`config.mk`:
```
export PLATFORM = sky130hd
export DESIGN_NAME = tdm_demux8
export DESIGN_NICKNAME = d
export VERILOG_FILES = /design/src/rtl/tdm_demux8.sv
export SDC_FILE = /design/constraint.sdc
export NUM_CORES = 1
export LEC_CHECK = 0
export ABC_AREA = 1
export ABC_CLOCK_PERIOD_IN_PS = 1900
export CORE_MARGIN = 2
export CORE_UTILIZATION = 41
export DETAILED_ROUTE_END_ITERATION = 12
export PLACE_DENSITY = 0.72
export SETUP_SLACK_MARGIN = 0.15
export SYNTH_ARGS = -nofsm -noshare
export SYNTH_HDL_FRONTEND = slang
export SYNTH_SLANG_ARGS = --single-unit
```
`constraint.sdc`:
```
create_clock -name clk -period 1.9 [get_ports clk]
set_clock_uncertainty 0.1 [all_clocks]
set_input_delay 0.57 -clock clk [delete_from_list [all_inputs] [get_ports clk]]
set_output_delay 0.57 -clock clk [all_outputs]
set_load 0.02 [all_outputs]
```
`src/rtl/tdm_demux8.sv`:
```
// tdm_demux8: 1-to-8 time-division demultiplexer.
// Serial bits arrive one per enabled cycle. Slot k of a frame is routed to
// channel k. Each completed frame is published on ch_out with a one-cycle
// word_valid pulse. A frame strobe that arrives mid-frame restarts assembly
// and raises a one-cycle sync_err pulse.
module tdm_demux8 #(
    parameter int N_CH  = 8,
    parameter int SEL_W = 3
) (
    input  logic             clk,
    input  logic             rst_n,
    input  logic             en,
    input  logic             frame,
    input  logic             din,
    output logic [N_CH-1:0]  ch_out,
    output logic             word_valid,
    output logic [N_CH-1:0]  route,
    output logic [SEL_W-1:0] slot,
    output logic             sync_err
);

    typedef enum logic {
        IDLE = 1'b0,
        RUN  = 1'b1
    } state_t;

    localparam logic [SEL_W-1:0] LAST_SLOT = SEL_W'(N_CH - 1);
    localparam logic [SEL_W-1:0] SLOT_ONE  = SEL_W'(1);

    state_t           state_reg, state_next;
    logic [SEL_W-1:0] slot_reg, slot_next;
    logic [N_CH-1:0]  shadow_reg, shadow_next;
    logic [N_CH-1:0]  ch_out_reg, ch_out_next;
    logic             word_valid_reg, word_valid_next;
    logic             sync_err_reg, sync_err_next;
    logic             route_active;

    // State and datapath registers; a reset at any point discards the partial frame.
    always_ff @(posedge clk or negedge rst_n) begin
        if (!rst_n) begin
            state_reg      <= IDLE;
            slot_reg       <= '0;
            shadow_reg     <= '0;
            ch_out_reg     <= '0;
            word_valid_reg <= 1'b0;
            sync_err_reg   <= 1'b0;
        end else begin
            state_reg      <= state_next;
            slot_reg       <= slot_next;
            shadow_reg     <= shadow_next;
            ch_out_reg     <= ch_out_next;
            word_valid_reg <= word_valid_next;
            sync_err_reg   <= sync_err_next;
        end
    end

    // Next-state and datapath update; frame beats completion when both apply.
    always_comb begin
        state_next      = state_reg;
        slot_next       = slot_reg;
        shadow_next     = shadow_reg;
        ch_out_next     = ch_out_reg;
        word_valid_next = 1'b0;
        sync_err_next   = 1'b0;
        if (en) begin
            case (state_reg)
                IDLE: begin
                    if (frame) begin
                        shadow_next[0] = din;
                        slot_next      = SLOT_ONE;
                        state_next     = RUN;
                    end
                end
                RUN: begin
                    if (frame) begin
                        // Resync: restart assembly with this bit as slot 0.
                        sync_err_next  = 1'b1;
                        shadow_next    = '0;
                        shadow_next[0] = din;
                        slot_next      = SLOT_ONE;
                    end else if (slot_reg == LAST_SLOT) begin
                        // Last bit goes straight to the output word, not via shadow.
                        ch_out_next     = {din, shadow_reg[N_CH-2:0]};
                        word_valid_next = 1'b1;
                        slot_next       = '0;
                        state_next      = IDLE;
                    end else begin
                        shadow_next[slot_reg] = din;
                        slot_next             = slot_reg + SLOT_ONE;
                    end
                end
                default: begin
                    state_next = IDLE;
                end
            endcase
        end
    end

    // The route decode is live while running, or on the slot-0 strobe cycle in IDLE.
    assign route_active = rst_n && ((state_reg == RUN) || (en && frame));

    generate
        for (genvar gi = 0; gi < N_CH; gi++) begin : g_route
            assign route[gi] = route_active && (slot_reg == SEL_W'(gi));
        end
    endgenerate

    assign ch_out     = ch_out_reg;
    assign word_valid = word_valid_reg;
    assign slot       = slot_reg;
    assign sync_err   = sync_err_reg;

endmodule

```
==> impl_results.md, run 1 <==
- Placed Cells incl. Taps: 213
- Worst-Margin Slew: 0.279 ns
- Switching fraction of total power: 37.4%
- Iteration-0 DRC Markers: 18
- Area grow syn2layout: 84.4%
- # rows: 18
- Post-Route WL: 3600 um
- Worst-path clk slew: 0.13 ns
- Synth Net Count: 149
- Logic pwr share: 43.7%
- All-Layer GR Usage: 22.9%
- Layout cells sized above 1: 52.5%
- Layout Nets: 212
- TritonCTS clock tree: built
- DR DRC count: 0
- Initial antenna violation count: 0
- Crit-path leading delay family: flip-flops
- Die height: 55.6 um
- Unique masters post-synth: 18
- RSZ-0062 raised after global routing: yes
- Pint: 846 uW
- Die width: 55.6 um
- Avg Inst Size Synth: 7.90 um2
- Top post-synthesis cells by area: dfrtp_1 (48%), nand2_1 (19%), ha_1 (6.9%)
- Vias in the first global route: 1165
- Area leader, netlist: dfrtp_1
- Max reg flops: 8
- Wire length per cell: 15.7 um
- Leakage Power: 1.02 nW
- Area after DPL: 0.00167 mm2
- Final setup margin: -0.232 ns
- Final critical-path required period: 2.13 ns
- Top-area cell type share of the netlist area: 48.2%
- Core footprint: 0.00250 mm2
- Most used cell, CP: inv_4
- H-Tree Depth: 1
- Power per cell area: 673 mW/mm2
- Largest net degree at the start of global routing: 22
- Maximum clock insertion buffer count: 2
- Cell Area, Synth: 0.00109 mm2
- Critical-path cell list: inv_4 -> ha_4 -> inv_4 -> nor3_4 -> buf_6
- Via density: 5.20
- NetSw: 506 uW
- Min Hold Slack: 0.268 ns
- Slowest stage delay, CP: 0.49 ns
- Buffers added on ports: 25
- Starting Density: 43.6%
- CTS Buf Count: 3
- Grt total ovfl: 0
- Power share of the sequential group: 39.4%
- Synthesized flop and latch total: 21
- Max cap viols: 0
- Slew HR: 81.4%
- Num ports: 26
- Post-CTS Hold Fix Bufs: 0
- Cells after Synth: 138
- Fin cells: 230
- Clock Sink Count: 21
- Root buf cell: clkbuf_4
- Design area: 0.00201 mm2
- Ant. Diodes: 0
- Status: finished, violations left
- Clk Latency, worst-skew pair: 0.32 ns
- Failing checks: setup timing
- Ys Warns: 0
- Fmax: 469 MHz
- CP endpoint kind: output port
- Post-synthesis sequential area ratio: 48.2%
- Worst endpoint required time: 1.23 ns
- CP max stage cell: dfrtp_2
- Peak VDD IR: 0.000781 V
- WS Path Type: flop to output port
- Critical path arrival: 1.46 ns
- Setup violations, final: 10
- Die ar.: 0.00309 mm2
- RePlAce Congestion: 0.820
- Via count: 1195
- Max FO, Critical Path: 4
- CP Launch Type: flop
- Buf+Inv Stages, Crit Path: 3
- Max-slew violations: 0
- Clock share of power: 16.9%
- HP Class: primary input to asynchronous set/reset pin
- Tot Pwr: 1.35 mW
- Final hold vios: 0
- ANT nets after route: 0
- Placed wire-length estimate: 2030 um
- First-pass GRT wire length: 5590 um
- Fin crit share: 112%
- DR pass1 iterations: 4
## cell usage in the layout (no fill, tap or decap), types with 3 or more instances in the layout
cell type / Yosys / routed
clkbuf_4: 0 / 3
buf_4: 0 / 23
o21ai_1: 1 / 4
dlygate4sd2_1: 0 / 5
inv_4: 0 / 8
nor2_1: 7 / 5
o21ai_2: 2 / 3
inv_1: 15 / 6
nand2_1: 55 / 41
dfrtp_2: 0 / 3
dfrtp_1: 21 / 18
clkdlybuf4s15_1: 0 / 3
buf_6: 1 / 21
nor3_4: 0 / 3
nor2_4: 2 / 4
nor3_2: 0 / 3
nand2_2: 1 / 11
buf_12: 0 / 4
nand3_1: 8 / 8
nand2_4: 0 / 3
ha_4: 0 / 6
## per-stage QoR
stage,worst slack (ns),util [%],setup TNS (ns)
finish,-0.232,80.4,-1.43
global route,-0.266,80.4,-2.24
CTS,-0.162,78.2,-1.11
detailed placement,-1.08,66.6,-11.33
global placement,-1.00,66.6,-10.08
floorplan,0.0718,-,0
## layout make-up
type                            instances  area, um2
Clock buffer                            3       22.5
Clock inverter                          1       5.00
Fill cell                             154        490
Inverter                               17       96.3
Multi-Input combinational cell         97        697
Sequential cell                        21        529
Tap cell                               30       37.5
Timing Repair Buffer                   61        622
## kinds of logic after synthesis
group	after synthesis	share of synthesized area (%)
fa+ha+maj	6	6.89
buf+inv	20	7.81
flops	21	48.2
compound gates	11	6.09
simple gates	80	31.0
## power groups by stage
stage	registers [mW]	logic (mW)	clock network [mW]
2_1_floorplan	0.555	0.198	0
3_3_place_gp	0.524	0.433	0
3_5_place_dp	0.527	0.441	0
4_1_cts	0.531	0.538	0.230
5_1_grt	0.540	0.634	0.250
6_report	0.533	0.591	0.228
## metal layers
metal / track usage (%) / up-vias / part of all wire (%)
met5: 0 / - / 0
met4: 8.36 / 0 / 5.4
met3: 4.92 / 16 / 3.7
met2: 38.1 / 37 / 52
met1: 29.2 / 577 / 39
li1: - / 565 / -
## Yosys cell counts
cell      number
nor2_4         2
dfrtp_1       21
o22ai_1        1
nor3_1         6
buf_6          1
buf_2          2
inv_2          2
nand4_1        1
nor2_1         7
o21ai_0        6
nand3_1        8
o21ai_2        2
inv_1         15
nand2_2        1
o21bai_1       1
o21ai_1        1
nand2_1       55
ha_1           6
## path summary, 6_finish.rpt
path | depth (start not counted) | start | to | slack (ns)
min reg2reg | 2 | ch_out[3] | ch_out[3] | 0.40
max | 5 | slot[0] | route[4] | -0.23
max in group asynchronous | 2 | rst_n | slot[0] | 1.20
max reg2reg | 12 | slot[0] | shadow_reg[3] | -0.01
min in group clk | 2 | ch_out[3] | ch_out[3] | 0.40
min | 2 | rst_n | shadow_reg[4] | 0.27
## what timing repair did
item                                    4_1_cts  5_1_grt
gates cloned                                  1        0
buffers inserted                             10        2
pin swaps                                    21       15
endpoints found under the setup margin       33       32
resized for setup                           131       25
No activity file was read; power rests on OpenSTA's default activity.
==> inputs of run 2 (changes only) <==
RECOVER_POWER = 100   (was unset)
==> run 2 against run 1 <==
  * The run still ends with setup timing left
  * Highest routed layer unchanged
  * Register-to-register slack got worse by 0.04 ns
  * Setup slack worse by 0.00056 ns
  * Clock power barely moved
  * First-iteration DRC count increased by 11%
  * Final area decreased by 1.4%
  * Largest cell class unchanged
  * Power shrank 0.97%
  * Critical path depth did not move
  * Critical endpoint unchanged
  * Fmax about the same
  * Combinational power down 2%
  * Non-clock buffer count unchanged
  * Sequential share of layout area is 0.37 points higher
  * Routed wire length hardly changed
==> impl_results.md, run 2 (synthesis gave the netlist of run 1 again) <==
- Leakage Power: 0.997 nW (was 1.02 nW)
- Failing checks: setup timing (unchanged)
- Area grow syn2layout: 81.9% (was 84.4%)
- Hold Path Cell Cnt: 2
- Peak VDD IR: 0.000778 V (was 0.000781 V)
- Worst endpoint required time: 1.23 ns (about the same)
- Largest net degree at the start of global routing: 22 (unchanged)
- Maximum clock insertion buffer count: 2 (unchanged)
- CP Launch Type: flop (unchanged)
- Clock Sink Count: 21 (unchanged)
- Die ar.: 0.00309 mm2 (unchanged)
- Initial antenna violation count: 0 (unchanged)
- Placed Cells incl. Taps: 213 (unchanged)
- Area after DPL: 0.00167 mm2 (unchanged)
- Final hold vios: 0 (unchanged)
- Num ports: 26 (unchanged)
- Commonest non-fill, non-tap cell in the layout: nand2_1 (unchanged)
- Max reg flops: 8 (unchanged)
- CTS Buf Count: 3 (unchanged)
- Via density: 5.20 (unchanged)
- Wire length per cell: 15.6 um (was 15.7 um)
- Core footprint: 0.00250 mm2 (unchanged)
- Min Hold Slack: 0.395 ns (was 0.268 ns)
- Die height: 55.6 um (unchanged)
- Power per cell area: 676 mW/mm2 (was 673 mW/mm2)
- Tot Pwr: 1.34 mW (was 1.35 mW)
- Max FO, Critical Path: 4 (unchanged)
- Setup TNS: -1.68 ns (was -1.43 ns)
- Slew HR: 22.9% (was 81.4%)
- Max cap viols: 0 (unchanged)
- TritonCTS clock tree: built (unchanged)
- Layout Nets: 212 (unchanged)
- Iteration-0 DRC Markers: 20 (was 18)
- Placed wire-length estimate: 2030 um (unchanged)
- Worst R2R Path Depth: 12 (unchanged)
- Vias in the first global route: 1165 (unchanged)
- First-pass GRT wire length: 5590 um (unchanged)
- Final setup margin: -0.233 ns (was -0.232 ns)
- Clk Latency, worst-skew pair: 0.32 ns (about the same)
- Worst-Margin Slew: 1.16 ns (was 0.279 ns)
- Status: finished, violations left (unchanged)
- Root buf cell: clkbuf_4 (unchanged)
- Starting Density: 43.6% (unchanged)
- Via count: 1195 (unchanged)
- Critical path arrival: 1.46 ns (about the same)
- HP Class: flop to flop (was primary input to asynchronous set/reset pin)
- DR pass1 iterations: 4 (unchanged)
- Most frequent cells in the layout: nand2_1 (41), buf_6 (20), buf_4 (20) (was nand2_1 (41), buf_4 (23), buf_6 (21))
- DR DRC count: 0 (unchanged)
- Final critical-path required period: 2.13 ns (about the same)
- Post-Route WL: 3600 um (about the same)
- Dpl ws: -1.08 ns (unchanged)
- Grt total ovfl: 0 (unchanged)
- Fmax: 469 MHz (about the same)
- Post-CTS Hold Fix Bufs: 0 (unchanged)
- RePlAce Congestion: 0.820 (unchanged)
- Design area: 0.00198 mm2 (was 0.00201 mm2)
- Layout cells sized above 1: 50.0% (was 52.5%)
- Fin crit share: 112% (about the same)
- # rows: 18 (unchanged)
- Setup violations, final: 21 (was 10)
- Buffers added on ports: 25 (unchanged)
- Worst-path clk slew: 0.13 ns (about the same)
- H-Tree Depth: 1 (unchanged)
- ANT nets after route: 0 (unchanged)
- Fill cells: 158 (was 154)
- Ant. Diodes: 0 (unchanged)
- All-Layer GR Usage: 22.9% (unchanged)
- WS Path Type: flop to output port (unchanged)
- RSZ-0062 raised after global routing: yes (unchanged)
- Util after Layout: 79.3% (was 80.4%)
- CP endpoint kind: output port (unchanged)
- Fin cells: 230 (unchanged)
- Max-slew violations: 0 (unchanged)
- Die width: 55.6 um (unchanged)
## run 2: final cells by class
| type | instances | area, um2 | share of cell area (%) |
|---|---|---|---|
| sequential | 21 | 529 | 26.7 |
| tap | 30 | 37.5 | 1.89 |
| clock buffer | 3 | 22.5 | 1.14 |
| timing repair buffer | 61 | 604 | 30.5 |
| inverter | 17 | 96.3 | 4.86 |
| multi-input combinational | 97 | 687 | 34.7 |
| clock inverter | 1 | 5.00 | 0.253 |
## run 2: repair_timing
action,in CTS,in global routing
setup endpoints to repair,33,32
gates cloned,1,0
pin swaps,21,15
resized for setup,131,25
hold endpoints to repair,0,0
buffers inserted,10,2
## run 2: final timing paths
kind	startpoint	slack, ns	to
min in group asynchronous	rst_n	0.60	shadow_reg[4]
worst max-delay path	slot[0]	-0.23	route[4]
worst min-delay path	ch_out[3]	0.40	ch_out[3]
worst min register to register	ch_out[3]	0.40	ch_out[3]
max in group asynchronous	rst_n	0.34	slot[0]
worst max register to register	slot[0]	-0.05	state_reg
## run 2: critical path: stages (launching register included)
cell and delay [ns]:
dfrtp_2 0.49, inv_4 0.10, ha_4 0.14, inv_4 0.04
nor3_4 0.22, buf_6 0.15
## run 2: where the power goes
| group | internal, mW | switching [mW] | total, mW |
|---|---|---|---|
| clock network | 0.0789 | 0.149 | 0.228 |
| logic | 0.270 | 0.310 | 0.579 |
| registers | 0.489 | 0.0434 | 0.532 |
| total | 0.837 | 0.502 | 1.34 |
## run 2: layer usage
layer | share of wire [%] | vias up | global-route usage [%]
li1 | - | 568 | -
met1 | 39 | 574 | 29.2
met2 | 52 | 37 | 38.1
met3 | 3.6 | 16 | 4.92
met4 | 5.4 | 0 | 8.36
met5 | 0 | - | 0
==> inputs of run 3 (changes only) <==
CAP_MARGIN = 15   (was unset)
CORE_MARGIN = unset   (was 2)
==> run 3 against run 2 <==
  * The run still ends with setup timing left
  * Highest routed layer unchanged
  * Clock power fell by 5%
  * Non-clock buffer count did not move
  * Combinational power rose by 6.7%
  * Fmax rose by 1.8%
  * Core utilization rose by 2.1 points
  * Critical path type unchanged
  * Routed wire length rose by 1.8%
  * Critical path depth did not move
  * Final area rose by 2.6%
==> impl_results.md, run 3 (synthesis gave the netlist of run 1 again) <==
- # rows: 18 (unchanged)
- Failing checks: setup timing (unchanged)
- Fin crit share: 110% (was 112%)
- RSZ-0062 raised after global routing: yes (unchanged)
- Crit-path leading delay family: flip-flops (unchanged)
- Gr busiest metal: met2 (unchanged)
- Met3 Track Usage GR: 5.08% (was 4.92%)
- Logic pwr share: 45.1% (was 43.3%)
- Post-Route WL: 3660 um (was 3600 um)
- Ant. Diodes: 0 (unchanged)
- Most frequent cells in the layout: nand2_1 (41), buf_6 (23), dfrtp_1 (18), buf_4 (18) (was nand2_1 (41), buf_6 (20), buf_4 (20))
- Leakage Power: 1.03 nW (was 0.997 nW)
- Worst-path clk slew: 0.12 ns (was 0.13 ns)
- Core footprint: 0.00250 mm2 (unchanged)
- H-Tree Depth: 1 (unchanged)
- R2R Path Start: slot[1] (was slot[0])
- Final setup margin: -0.194 ns (was -0.233 ns)
- Tot Pwr: 1.37 mW (was 1.34 mW)
- Pint: 856 uW (was 837 uW)
- Maximum clock insertion buffer count: 2 (unchanged)
- Grt total ovfl: 0 (unchanged)
- Iteration-0 DRC Markers: 28 (was 20)
- TritonCTS clock tree: built (unchanged)
- All-Layer GR Usage: 25.4% (was 22.9%)
- Post-CTS Hold Fix Bufs: 0 (unchanged)
- Switching fraction of total power: 37.6% (was 37.5%)
- Area grow syn2layout: 86.6% (was 81.9%)
- NetSw: 515 uW (was 502 uW)
- CTS Buf Count: 3 (unchanged)
- DR pass1 iterations: 4 (unchanged)
- Die width: 53.6 um (was 55.6 um)
- Fmax: 477 MHz (was 469 MHz)
- Max-slew violations: 0 (unchanged)
- Clock share of power: 15.8% (was 17.0%)
- CP endpoint kind: output port (unchanged)
- Max cap viols: 0 (unchanged)
- Initial antenna violation count: 0 (unchanged)
- Layout Nets: 212 (unchanged)
- Num ports: 26 (unchanged)
- GRT met2 Usage: 47.3% (was 38.1%)
- Commonest non-fill, non-tap cell in the layout: nand2_1 (unchanged)
- Die height: 53.6 um (was 55.6 um)
- Starting Density: 43.6% (unchanged)
- Critical path origin: slot[1] (was slot[0])
- CP Launch Type: flop (unchanged)
- Grt met1 use: 29.2% (about the same)
- Worst endpoint required time: 1.23 ns (about the same)
- Worst-Margin Slew: 1.19 ns (was 1.16 ns)
- Root buf cell: clkbuf_4 (unchanged)
- Final hold vios: 0 (unchanged)
- HP Class: flop to flop (unchanged)
- Clk Latency, worst-skew pair: 0.30 ns (was 0.32 ns)
- Fill cells: 143 (was 158)
- Layout cells sized above 1: 50.5% (was 50.0%)
- Final critical-path required period: 2.09 ns (was 2.13 ns)
- First-pass GRT wire length: 5120 um (was 5590 um)
- Most used cell, CP: inv_4 (unchanged)
- Max FO, Critical Path: 3 (was 4)
- Setup violations, final: 15 (was 21)
- Vias in the first global route: 1135 (was 1165)
- Via density: 5.15 (was 5.20)
- ANT nets after route: 0 (unchanged)
- Setup TNS: -1.25 ns (was -1.68 ns)
- Slowest stage delay, CP: 0.48 ns (was 0.49 ns)
- Slew HR: 20.8% (was 22.9%)
- Via count: 1185 (was 1195)
- Hold_sp: ch_out[6] (was ch_out[3])
- Critical path arrival: 1.42 ns (was 1.46 ns)
- Wire length per cell: 15.9 um (was 15.6 um)
- Buf+Inv Stages, Crit Path: 3 (unchanged)
- Die ar.: 0.00287 mm2 (was 0.00309 mm2)
- DR DRC count: 0 (unchanged)
- Buffers added on ports: 25 (unchanged)
- CP max stage cell: dfrtp_2 (unchanged)
- Power per cell area: 674 mW/mm2 (was 676 mW/mm2)
- Peak VDD IR: 0.000558 V (was 0.000778 V)
- Critical-path cell list: inv_4 -> ha_4 -> inv_4 -> nor3_4 -> buf_6 (unchanged)
- RePlAce Congestion: 0.792 (was 0.820)
- Status: finished, violations left (unchanged)
- Power share of the sequential group: 39.1% (was 39.7%)
- WS Path Type: flop to output port (unchanged)
- Largest net degree at the start of global routing: 22 (unchanged)
- Clock Sink Count: 21 (unchanged)
- Placed wire-length estimate: 1950 um (was 2030 um)
- Max reg flops: 8 (unchanged)
## run 3: area by class of cell
type / instances / area, um2 / area share (%)
multi-input combinational: 97 / 716 / 35.2
timing repair buffer: 61 / 624 / 30.7
clock buffer: 3 / 22.5 / 1.11
tap: 30 / 37.5 / 1.85
sequential: 21 / 529 / 26.0
clock inverter: 1 / 5.00 / 0.246
inverter: 17 / 98.8 / 4.86
## run 3: routing by layer
layer | routed length, um | up-vias
met5 | 0 | -
li1 | - | 557
met2 | 2030 | 40
met1 | 1410 | 578
met3 | 138 | 10
met4 | 80 | 0
## run 3: repair_timing
| action | CTS | global route |
|---|---|---|
| pin swaps | 18 | 10 |
| gates cloned | 0 | 1 |
| gates resized for setup | 132 | 30 |
| buffers inserted | 8 | 4 |
| endpoints found under the setup margin | 32 | 33 |
## run 3: tightest hold or removal path, stage by stage, from the launching register on
cell and delay [ns]:
dfrtp_1 0.36, nand2_1 0.05, nand2_1 0.05
## run 3: power groups by stage
stage	Clock [mW]	Combinational, mW	Sequential [mW]
CTS	0.223	0.508	0.531
floorplan	0	0.198	0.555
global route	0.240	0.660	0.540
finish	0.217	0.618	0.536
detailed placement	0	0.441	0.527
global placement	0	0.433	0.524
## run 3: path summary, 6_finish.rpt
kind | endpoint | slack [ns] | cells after the start
setup / recovery | route[5] | -0.19 | 5
hold / removal | ch_out[6] | 0.38 | 2
setup reg to reg | shadow_reg[1] | -0.03 | 12
hold reg to reg | ch_out[6] | 0.38 | 2
max in group asynchronous | slot[0] | 0.27 | 2
min in group asynchronous | ch_out[5] | 0.63 | 2
## run 3: stage by stage
step                hold slack, ns  worst slack (ns)  cell area (um2)  util [%]  instances
global route                 0.401            -0.209             2030      81.3        230
CTS                          0.190            -0.139             1900      75.8        225
finish                       0.385            -0.194             2030      81.3        230
global placement             0.357             -1.00             1670      66.6        213
detailed placement           0.358             -1.05             1670      66.6        213
floorplan                    0.174            0.0718             1190         -        138
